`config.mk`:
```
export PLATFORM = sky130hd
export DESIGN_NAME = demultiplexer
export DESIGN_NICKNAME = d
export VERILOG_FILES = /design/src/rtl/demultiplexer.sv
export SDC_FILE = /design/constraint.sdc
export NUM_CORES = 1
export LEC_CHECK = 0
export BUFFER_PORTS_ARGS = -buffer_cell sky130_fd_sc_hd__buf_2
export CAP_MARGIN = 30
export CORE_MARGIN = 1.5
export CORE_UTILIZATION = 46
export DETAILED_ROUTE_END_ITERATION = 7
export PLACE_DENSITY = 0.76
export SYNTH_ARGS = -nofsm -noshare
export SYNTH_HDL_FRONTEND = slang
export SYNTH_SLANG_ARGS = --single-unit
```
`constraint.sdc`:
```
create_clock -name clk -period 2.3 [get_ports clk]
set_clock_uncertainty 0.1 [all_clocks]
set_input_delay 0.23 -clock clk [delete_from_list [all_inputs] [get_ports clk]]
set_output_delay 0.23 -clock clk [all_outputs]
set_load 0.02 [all_outputs]
```
`src/rtl/demultiplexer.sv`:
```
// Steers whole Avalon-ST packets from one input to two registered outputs by channel.
// Counts delivered packets per port and discarded orphan beats.
module demultiplexer #(
    parameter int DATA_WIDTH    = 32,
    parameter int EMPTY_WIDTH   = 2,
    parameter int CHANNEL_WIDTH = 1,
    parameter int CNT_WIDTH     = 16
) (
    input  logic                     clk,
    input  logic                     reset_n,
    input  logic [CHANNEL_WIDTH-1:0] avsi_channel,
    input  logic [DATA_WIDTH-1:0]    avsi_data,
    input  logic [EMPTY_WIDTH-1:0]   avsi_empty,
    input  logic                     avsi_valid,
    input  logic                     avsi_sop,
    input  logic                     avsi_eop,
    output logic                     avsi_ready,
    output logic [CHANNEL_WIDTH-1:0] avso_one_channel,
    output logic [DATA_WIDTH-1:0]    avso_one_data,
    output logic [EMPTY_WIDTH-1:0]   avso_one_empty,
    output logic                     avso_one_valid,
    output logic                     avso_one_sop,
    output logic                     avso_one_eop,
    input  logic                     avso_one_ready,
    output logic [CHANNEL_WIDTH-1:0] avso_two_channel,
    output logic [DATA_WIDTH-1:0]    avso_two_data,
    output logic [EMPTY_WIDTH-1:0]   avso_two_empty,
    output logic                     avso_two_valid,
    output logic                     avso_two_sop,
    output logic                     avso_two_eop,
    input  logic                     avso_two_ready,
    output logic [CNT_WIDTH-1:0]     pkt_cnt_one,
    output logic [CNT_WIDTH-1:0]     pkt_cnt_two,
    output logic [CNT_WIDTH-1:0]     drop_cnt,
    output logic                     err_pulse
);

    localparam logic [1:0] IDLE     = 2'd0;
    localparam logic [1:0] PASS_ONE = 2'd1;
    localparam logic [1:0] PASS_TWO = 2'd2;

    localparam logic [CNT_WIDTH-1:0] CNT_ONE = CNT_WIDTH'(1);
    localparam logic [CNT_WIDTH-1:0] CNT_MAX = '1;

    logic [1:0] state;
    logic [1:0] state_next;
    logic       can_one;
    logic       can_two;
    logic       can_both;
    logic       rdy;
    logic       accept;
    logic       route_one;
    logic       route_two;
    logic       orphan;
    logic       mid_sop;
    logic       to_two;

    assign can_one  = ~avso_one_valid | avso_one_ready;
    assign can_two  = ~avso_two_valid | avso_two_ready;
    assign can_both = can_one & can_two;
    assign to_two   = |avsi_channel;

    // A sop may target either port, so it waits until both can take a beat.
    always_comb begin
        rdy = 1'b0;
        case (state)
            PASS_ONE: rdy = can_one & (~avsi_sop | can_both);
            PASS_TWO: rdy = can_two & (~avsi_sop | can_both);
            default:  rdy = can_both;
        endcase
    end

    assign avsi_ready = reset_n & rdy;
    assign accept     = avsi_valid & avsi_ready;

    always_comb begin
        route_one  = 1'b0;
        route_two  = 1'b0;
        orphan     = 1'b0;
        mid_sop    = 1'b0;
        state_next = state;
        if (accept) begin
            if (avsi_sop) begin
                route_one = ~to_two;
                route_two = to_two;
                mid_sop   = (state != IDLE);
                if (avsi_eop)    state_next = IDLE;
                else if (to_two) state_next = PASS_TWO;
                else             state_next = PASS_ONE;
            end else if (state == PASS_ONE) begin
                route_one = 1'b1;
                if (avsi_eop) state_next = IDLE;
            end else if (state == PASS_TWO) begin
                route_two = 1'b1;
                if (avsi_eop) state_next = IDLE;
            end else begin
                orphan     = 1'b1;
                state_next = IDLE;
            end
        end
    end

    always_ff @(posedge clk or negedge reset_n) begin
        if (!reset_n) begin
            state     <= IDLE;
            err_pulse <= 1'b0;
            drop_cnt  <= '0;
        end else begin
            state     <= state_next;
            err_pulse <= orphan | mid_sop;
            if (orphan && drop_cnt != CNT_MAX)
                drop_cnt <= drop_cnt + CNT_ONE;
        end
    end

    always_ff @(posedge clk or negedge reset_n) begin
        if (!reset_n) begin
            avso_one_channel <= '0;
            avso_one_data    <= '0;
            avso_one_empty   <= '0;
            avso_one_valid   <= 1'b0;
            avso_one_sop     <= 1'b0;
            avso_one_eop     <= 1'b0;
            pkt_cnt_one      <= '0;
        end else begin
            if (avso_one_valid && avso_one_ready && avso_one_eop)
                pkt_cnt_one <= pkt_cnt_one + CNT_ONE;
            if (route_one) begin
                avso_one_channel <= avsi_channel;
                avso_one_data    <= avsi_data;
                avso_one_empty   <= avsi_empty;
                avso_one_sop     <= avsi_sop;
                avso_one_eop     <= avsi_eop;
                avso_one_valid   <= 1'b1;
            end else if (avso_one_ready) begin
                avso_one_valid <= 1'b0;
            end
        end
    end

    always_ff @(posedge clk or negedge reset_n) begin
        if (!reset_n) begin
            avso_two_channel <= '0;
            avso_two_data    <= '0;
            avso_two_empty   <= '0;
            avso_two_valid   <= 1'b0;
            avso_two_sop     <= 1'b0;
            avso_two_eop     <= 1'b0;
            pkt_cnt_two      <= '0;
        end else begin
            if (avso_two_valid && avso_two_ready && avso_two_eop)
                pkt_cnt_two <= pkt_cnt_two + CNT_ONE;
            if (route_two) begin
                avso_two_channel <= avsi_channel;
                avso_two_data    <= avsi_data;
                avso_two_empty   <= avsi_empty;
                avso_two_sop     <= avsi_sop;
                avso_two_eop     <= avsi_eop;
                avso_two_valid   <= 1'b1;
            end else if (avso_two_ready) begin
                avso_two_valid <= 1'b0;
            end
        end
    end

endmodule

```
# Word level (Yosys, flattened, before mapping)
# Cells that the tools add are included.
[totals]
register_bits = 127
inputBits = 42
out_inout_bits = 126
elab_cells = 68
[classes]
addsub = 3
n_eq_ne = 3
n_mux = 24
bitwise = 13
reduce_logical = 8
[ops]
columns = ["cell", "count"]
rows = [
  ["adder 16 x 1 -> 16 bit, second input constant", 3],
  ["two-way mux 1 bit", 17],
  ["!= test 16 bit, second input constant", 1],
  ["two-way mux 2 bit", 6],
  ["nonzero test 2 bit", 3],
  ["AND 1 bit", 5],
  ["logical AND 1 bit", 5],
  ["NOT 1 bit", 4],
  ["OR 1 bit", 4],
  ["== test 2 x 1 -> 1 bit, second input constant", 1],
  ["== test 2 bit, second input constant", 1],
  ["one-hot mux 1 bit (2 select lines)", 1],
]

# Depth between registers and ports, before layout
# Gate-level depths: netlist (run 1).
[depth]
depth_word = 10
mapped_depth = 8
depth_no_buf = 7

# Worst setup path before layout (run 1)
# No wires, ideal clock.
[synth_path]
kind = "reg-to-reg"
startpoint = "register state[0]"
endpoint = "register avso_two_data[10]"
setup_time_ns = 0.125
t_arrival_ns = 2.173
t_required_ns = 2.075
slack_ns = -0.098
path_stages_with_launch = 9
path_buffers = 1
synth_period_minus_slack_ns = 2.398
cell_sequence = "dfrtp_1 -> inv_1 -> ha_1 -> or3b_1 -> a21o_1 -> nand2b_4 -> nor2_8 -> buf_4 -> mux2_2"
[synth_via]
elab_chain_cells = 5
word_cells_on_any_way = 9
classes_between = "eq/ne: 2; mux: 5; bitwise: 2"
[synth_lines]
columns = ["element", "line", "rtl"]
rows = [
  ["start: declaration", "45", "logic [1:0] state;"],
  ["start signal: assignment", "109", "state <= state_next;"],
  ["== test 2 bit / == test 2 x 1 -> 1 bit (equally long branches)", "66, 93, 90", ""],
  ["one-hot mux 1 bit (2 select lines) / two-way mux 1 bit (equally long branches)", "66, 93", ""],
  ["AND 1 bit / two-way mux 1 bit (equally long branches)", "73, 90", ""],
  ["AND 1 bit / two-way mux 1 bit (equally long branches)", "74, 83", ""],
  ["two-way mux 1 bit (*)", "82", "if (accept) begin"],
  ["end signal: assignment", "155", "avso_two_data <= avsi_data;"],
  ["end: declaration", "26", "output logic [DATA_WIDTH-1:0] avso_two_data,"],
]
# Mark *: on every way between the ends. The rest lies on a longest branch, timed or not.
# A chain may end at the register's enable or synchronous reset.

# Final worst setup path (run 1)
[layout_path]
startpoint = "register state[1]"
endpoint = "register avso_one_data[21]"
[layout_via]
elab_chain_cells = 5
word_cells_on_any_way = 8
classes_between = "eq/ne: 2; mux: 4; bitwise: 2"
[layout_lines]
columns = ["element", "line", "rtl"]
rows = [
  ["== test 2 bit / == test 2 x 1 -> 1 bit (equally long branches)", "66, 90", ""],
  ["one-hot mux 1 bit (2 select lines)", "66", "case (state)"],
  ["AND 1 bit", "73", "assign avsi_ready = reset_n & rdy;"],
  ["AND 1 bit", "74", "assign accept = avsi_valid & avsi_ready;"],
  ["two-way mux 1 bit (*)", "82", ""],
  ["end signal: assignment", "130", "avso_one_data <= avsi_data;"],
  ["end: declaration", "19", "output logic [DATA_WIDTH-1:0] avso_one_data,"],
]
# Marks and branches as above.

==> results of run 1 <==
-- worst min path at each step --
stage	cells after the start	slack, ps	endpoint	from
6_report	2	40	avso_one_eop	avsi_eop
2_1_floorplan	0	-170	avso_one_channel	reset_n
5_1_grt	2	30	avso_one_eop	avsi_eop
3_5_place_dp	2	320	drop_cnt[15]	reset_n
4_1_cts	2	20	avso_one_eop	avsi_eop
3_3_place_gp	2	310	avso_one_data[22]	reset_n
-- synth_stat cells (all sizes together) --
cell type  number
or3b            1
nand3b          1
xnor2          34
xor2           11
mux2           75
o31ai           1
buf             8
nand3          22
o21ai           1
or2             1
a21boi          1
o22a            2
a21oi           1
nand2b          2
o21a            1
nor2           13
nor4            2
nand4          14
nand2          17
nor2b           4
and2            3
inv             6
o2bb2ai         2
a21o            2
and3           13
nand4b          1
dfrtp         127
ha              6
o211ai          1
nor3            6
clkbuf          3
and4            3
-- flip-flops by register name, summed over array words and instances (netlist names) --
register / cells
drop_cnt: 16
avso_one_empty: 2
avso_two_sop: 1
avso_two_channel: 1
avso_two_empty: 2
avso_one_channel: 1
avso_two_valid: 1
avso_one_data: 32
avso_two_data: 32
pkt_cnt_two: 16
pkt_cnt_one: 16
avso_two_eop: 1
avso_one_sop: 1
err_pulse: 1
state: 2
avso_one_eop: 1
avso_one_valid: 1
-- critical path: stages, from the launching register on --
cell       delay [ps]
dfrtp_1           400
inv_2              80
ha_4              260
or3b_4            370
a21o_1            200
buf_6             140
nor2b_4           130
o211ai_4          150
clkbuf_16         210
mux2_4            300
-- metal layers --
layer / share of wire (%) / track usage, %
met5: 0 / 0
met1: 41 / 26.1
met4: 3.5 / 11.6
met3: 5.0 / 5.30
met2: 51 / 36.7
-- power groups by stage --
stage	Combinational [W]	Clock [W]	Sequential, W
2_1_floorplan	0.000639	0	0.00359
3_3_place_gp	0.00191	0	0.00303
6_report	0.00218	0.00280	0.00306
5_1_grt	0.00230	0.00294	0.00311
3_5_place_dp	0.00196	0	0.00305
4_1_cts	0.00212	0.00284	0.00304
-- final cells by class --
class	count	area share [%]
Sequential cell	127	40.3
Multi-Input combinational cell	241	28.7
Timing Repair Buffer	232	20.5
Clock buffer	25	6.66
Tap cell	143	2.27
Clock inverter	5	1.27
Inverter	6	0.285
-- through the flow --
stage                     setup TNS [ps]  hold slack, ps  cells
after floorplan                    -1220            -166    385
after global placement              -857             312    699
after detailed placement           -3440             323    699
after CTS                          -5100            20.1    774
after global routing              -15000            31.8    779
final                              -9480            41.4    779
-- logic make-up (layout without fill, tap and decap cells) --
| kind of cell | after synthesis | count (layout) | share of synthesized area, % |
|---|---|---|---|
| and+or+nand+nor | 103 | 103 | 10.8 |
| AOI/OAI and AO/OA | 12 | 12 | 1.92 |
| buffers and inverters | 17 | 268 | 2.02 |
| DFF | 127 | 127 | 58.9 |
| adders and majority gates | 6 | 6 | 1.39 |
| xor gates and xnor gates | 45 | 45 | 7.30 |
| muxes | 75 | 75 | 17.7 |
-- cells in the final DEF (no fill, tap or decap), types with 2 or more instances in the layout --
| cell type | n |
|---|---|
| mux2_4 | 65 |
| buf_4 | 15 |
| nor2b_4 | 2 |
| buf_2 | 166 |
| nor3_1 | 5 |
| and4_1 | 3 |
| dlygate4sd3_1 | 36 |
| o2bb2ai_1 | 2 |
| clkbuf_16 | 19 |
| nor4_1 | 2 |
| nand4_1 | 14 |
| nor2_1 | 12 |
| clkinv_2 | 2 |
| xnor2_1 | 34 |
| nand2_1 | 17 |
| o22a_1 | 2 |
| bufinv_16 | 3 |
| inv_1 | 5 |
| mux2_2 | 10 |
| clkbuf_8 | 7 |
| buf_16 | 4 |
| and2_1 | 3 |
| ha_1 | 5 |
| buf_6 | 3 |
| dfrtp_1 | 127 |
| xor2_1 | 11 |
| a21o_1 | 2 |
| buf_12 | 6 |
| nand3_1 | 22 |
| and3_1 | 13 |
| nor2b_1 | 2 |
-- what timing repair did --
action | CTS | global route
setup endpoints to repair | 70 | 91
pin swaps | 1 | 2
gates cloned | 3 | 3
endpoints found under the hold margin | 196 | 0
hold buffers | 36 | 0
gates resized for setup | 32 | 17
setup buffers | 6 | 3
==> results.toml, run 1 <==
[critical_path]
reg2reg_to = "avso_one_data[21]"
startpoint = "state[1]"
path_max_fanout = 8
endpoint_kind = "register"
required_ps = 2490
crit_type = "reg2reg"
ff2ff_setup_slack_ps = -160
cp.arrival_ps = 2650
rr_startpoint = "state[1]"
cp-start-kind = "register"
reg2regPathDepth = 9
cp-endpoint = "avso_one_data[21]"

[pwr]
ir_drop_mv = 0.551
p_clk_share_pct = 34.8
p_per_area_mw_per_mm2 = 1020
p_sw_w = 0.00241
power_leakage_nw = 4.07
power_frac_seq_pct = 38.1
power_w = 0.00803
pwr-share-comb_pct = 27.1
p_sw_share_pct = 30.1
internal-power_w = 0.00562

[routing]
drt_iter0_drc = 292
drtPass1Iterations = 4
avgViaCountPerCell = 5.11
drc = 0
ant_nets = 0
postRouteWirelength_um = 13600
vias = 3982
wire_per_inst_um = 17.5

[timing]
finalHoldViolCount = 0
period_needed_ps = 2460
fin_ws_ps = -160
slew_headroom_pct = 56.3
setup_violations = 86
drv_slew = 0
worst_pin_slew_ps = 655
fin_crit_sh_pct = 107
fmax_mhz = 406
grt_setup_unrepaired = "true"

[floorplan]
dieArea_mm2 = 0.0124
core_area_mm2 = 0.0114
fp.dieW_um = 111
die_height_um = 111
row_count = 39
initial_core_util_pct = 47.3
io_pins = 168

[placement]
place.gp.congestion = 0.833
io_buffers = 167
dp_hpwl_um = 8050
pre_cts_ws_ps = -99.6
dpl_cell_area_mm2 = 0.00652

[clock_tree]
clk_pin_slew_ps = 50
clk_latency_ps = 410
cts.sinks = 127
cts-root-buf = "clkbuf_16"
cts_buffer_depth = 2
cts_tree = "yes"
cts_buffers = 17
cts_htree_levels = 4

[layout]
ff_latch_area_mm2 = 0.00318
nNetsFinal = 673
multiInputGateArea_mm2 = 0.00227
drive_above_1_share_pct = 48.7
num-fill-cells = 822
utilization_pct = 69.1
diodes = 0
final_cell_area_mm2 = 0.00789
area_growth_syn_to_layout_pct = 46.2

[status]
status = "finished, violations left"
violations = "setup timing"

[flow_run]
cap_violations = 0

[global_routing]
globalRoute.totalOverflow = 0
grt_max_degree = 129
antenna_found_initial = 0
grt_use_total_pct = 21.9
first_global_vias = 4174
grt_pass1_wl_um = 21100

[logic_synthesis]
yosysWarnings = 0
ys_types = 39
ys_ff_latch = 127
synth_nets = 433
synth_area_leader_cell = "dfrtp_1"
syn_inst = 385
synth_top_area_share_pct = 58.9
syn_area_per_cell_um2 = 14.0
yosys-top-cells-area = "dfrtp_1 (59%), mux2_2 (9.4%), mux2_4 (8.1%)"
seq_area_frac_synth_pct = 58.9
syn_area_mm2 = 0.00540

[worst_hold_path]
hp-class = "in2reg"
Note: power is estimated with default switching activity, not from simulation.
==> run 2: changes to the inputs <==
--- a/config.mk
+++ b/config.mk
@@ -10,6 +10,7 @@
 export CORE_MARGIN = 1.5
 export CORE_UTILIZATION = 46
 export DETAILED_ROUTE_END_ITERATION = 7
+export HOLD_SLACK_MARGIN = 0.12
 export PLACE_DENSITY = 0.76
 export SYNTH_ARGS = -nofsm -noshare
 export SYNTH_HDL_FRONTEND = slang
==> results.toml, run 2 (synthesis results as in run 1) <==
[global_routing]
grt_max_degree = 129
grt_use_total_pct = 21.9
globalRoute.totalOverflow = 0
antenna_found_initial = 0
grt_pass1_wl_um = 21200
first_global_vias = 4187

[clock_tree]
cts_buffer_depth = 2
clk_pin_slew_ps = 50
clk_latency_ps = 410
cts.sinks = 127
cts_htree_levels = 4
cts_buffers = 17
cts-root-buf = "clkbuf_16"
cts_tree = "yes"

[flow_run]
cap_violations = 0

[routing]
drt_iter0_drc = 317
drtPass1Iterations = 4
avgViaCountPerCell = 5.11
ant_nets = 0
drc = 0
postRouteWirelength_um = 13600
wire_per_inst_um = 17.4
vias = 3993

[pwr]
p_per_area_mw_per_mm2 = 1020
power_leakage_nw = 4.08
ir_drop_mv = 0.550

[timing]
drv_slew = 0
worst_pin_slew_ps = 647
fin_ws_ps = -160
setup_violations = 86
slew_headroom_pct = 56.8
fin_crit_sh_pct = 107
fmax_mhz = 406
finalHoldViolCount = 0
grt_setup_unrepaired = "true"
period_needed_ps = 2460

[floorplan]
io_pins = 168
core_area_mm2 = 0.0114
row_count = 39
die_height_um = 111
dieArea_mm2 = 0.0124
fp.dieW_um = 111
initial_core_util_pct = 47.3

[critical_path]
crit_path_max_incr_delay_ps = 400
endpoint_kind = "register"
crit_type = "reg2reg"
required_ps = 2490
crit_chain = "inv_2, ha_4, or3b_4, a21o_1, buf_6, nor2b_4, o211ai_4, clkbuf_16, mux2_4"
crit_path_top_delay_cell = "dfrtp_1"
cp-start-kind = "register"
cp.arrival_ps = 2650
path_max_fanout = 8

[layout]
stdcell_count = 781
diodes = 0
top_regs = "avso_one_data x32, avso_two_data x32"
nNetsFinal = 675
num-fill-cells = 819
area_growth_syn_to_layout_pct = 46.6
layout_commonest_cell = "buf_2"
mostFrequentLayoutCells = "buf_2 (166), dfrtp_1 (127), mux2_4 (65), dlygate4sd3_1 (38), xnor2_1 (34)"
drive_above_1_share_pct = 48.6
utilization_pct = 69.3

[placement]
io_buffers = 167
place.gp.congestion = 0.833
dp_hpwl_um = 8050
dpl.cell_count = 699

[worst_hold_path]
hp-class = "in2reg"

[status]
status = "finished, violations left"
violations = "setup timing"
[run 2: final cells by class]
class                      count  area [µm²]  area share (%)
multi-input combinational    241        2270            28.7
tap                          143         179            2.26
timing repair buffer         234        1640            20.7
clock inverter                 5         100            1.27
clock buffer                  25         526            6.64
inverter                       6        22.5           0.285
sequential                   127        3180            40.2
[run 2: final timing paths]
path	startpoint	endpoint	slack, ps	cells past startpoint
setup / recovery	state[1]	avso_one_data[21]	-160	9
hold / removal	avsi_sop	avso_one_sop	170	3
setup reg to reg	state[1]	avso_one_data[21]	-160	9
hold reg to reg	pkt_cnt_two[15]	pkt_cnt_two[15]	360	1
max in group asynchronous	reset_n	pkt_cnt_one[13]	1230	3
min in group asynchronous	reset_n	drop_cnt[15]	340	3
[run 2: where the power goes]
group | internal (W) | switching (W) | total (W)
Sequential | 0.00270 | 0.000354 | 0.00306
Combinational | 0.00103 | 0.00115 | 0.00218
Clock | 0.00189 | 0.000906 | 0.00280
Total | 0.00562 | 0.00241 | 0.00803
[run 2: per-stage QoR]
stage                     instance area, µm²  setup WS [ps]  power (W)  hold slack, ps  TNS (ps)
final                                   7910           -160    0.00803             174     -9610
after global routing                    7910           -218    0.00836             180    -15000
after CTS                               7790           -109    0.00800             129     -5100
after detailed placement                6520          -99.6    0.00500             323     -3440
after global placement                  6520          -31.4    0.00494             312      -857
after floorplan                         5410          -29.2    0.00422            -166     -1220
[run 2: worst max-delay path: cells and delay by family, from the launching register on]
family / cells / cell delay (ps)
adders and majority gates: 1 / 260
AOI/OAI and AO/OA: 2 / 350
buffers and inverters: 3 / 430
muxes: 1 / 290
DFF: 1 / 400
and+or+nand+nor: 2 / 500
[run 2: what timing repair did]
item	CTS	global route
cloned	3	3
hold buffers	38	0
setup endpoints to repair	70	91
pin swaps	1	2
setup buffers	6	3
resized for setup	32	17
hold endpoints to repair	203	0
[run 2: layer usage]
metal | up-vias | GRT usage [%] | part of all wire [%]
li1 | 1826 | - | -
met1 | 1967 | 26.1 | 41
met2 | 162 | 36.8 | 51
met3 | 38 | 5.30 | 4.8
met4 | 0 | 11.6 | 3.3
met5 | - | 0 | 0
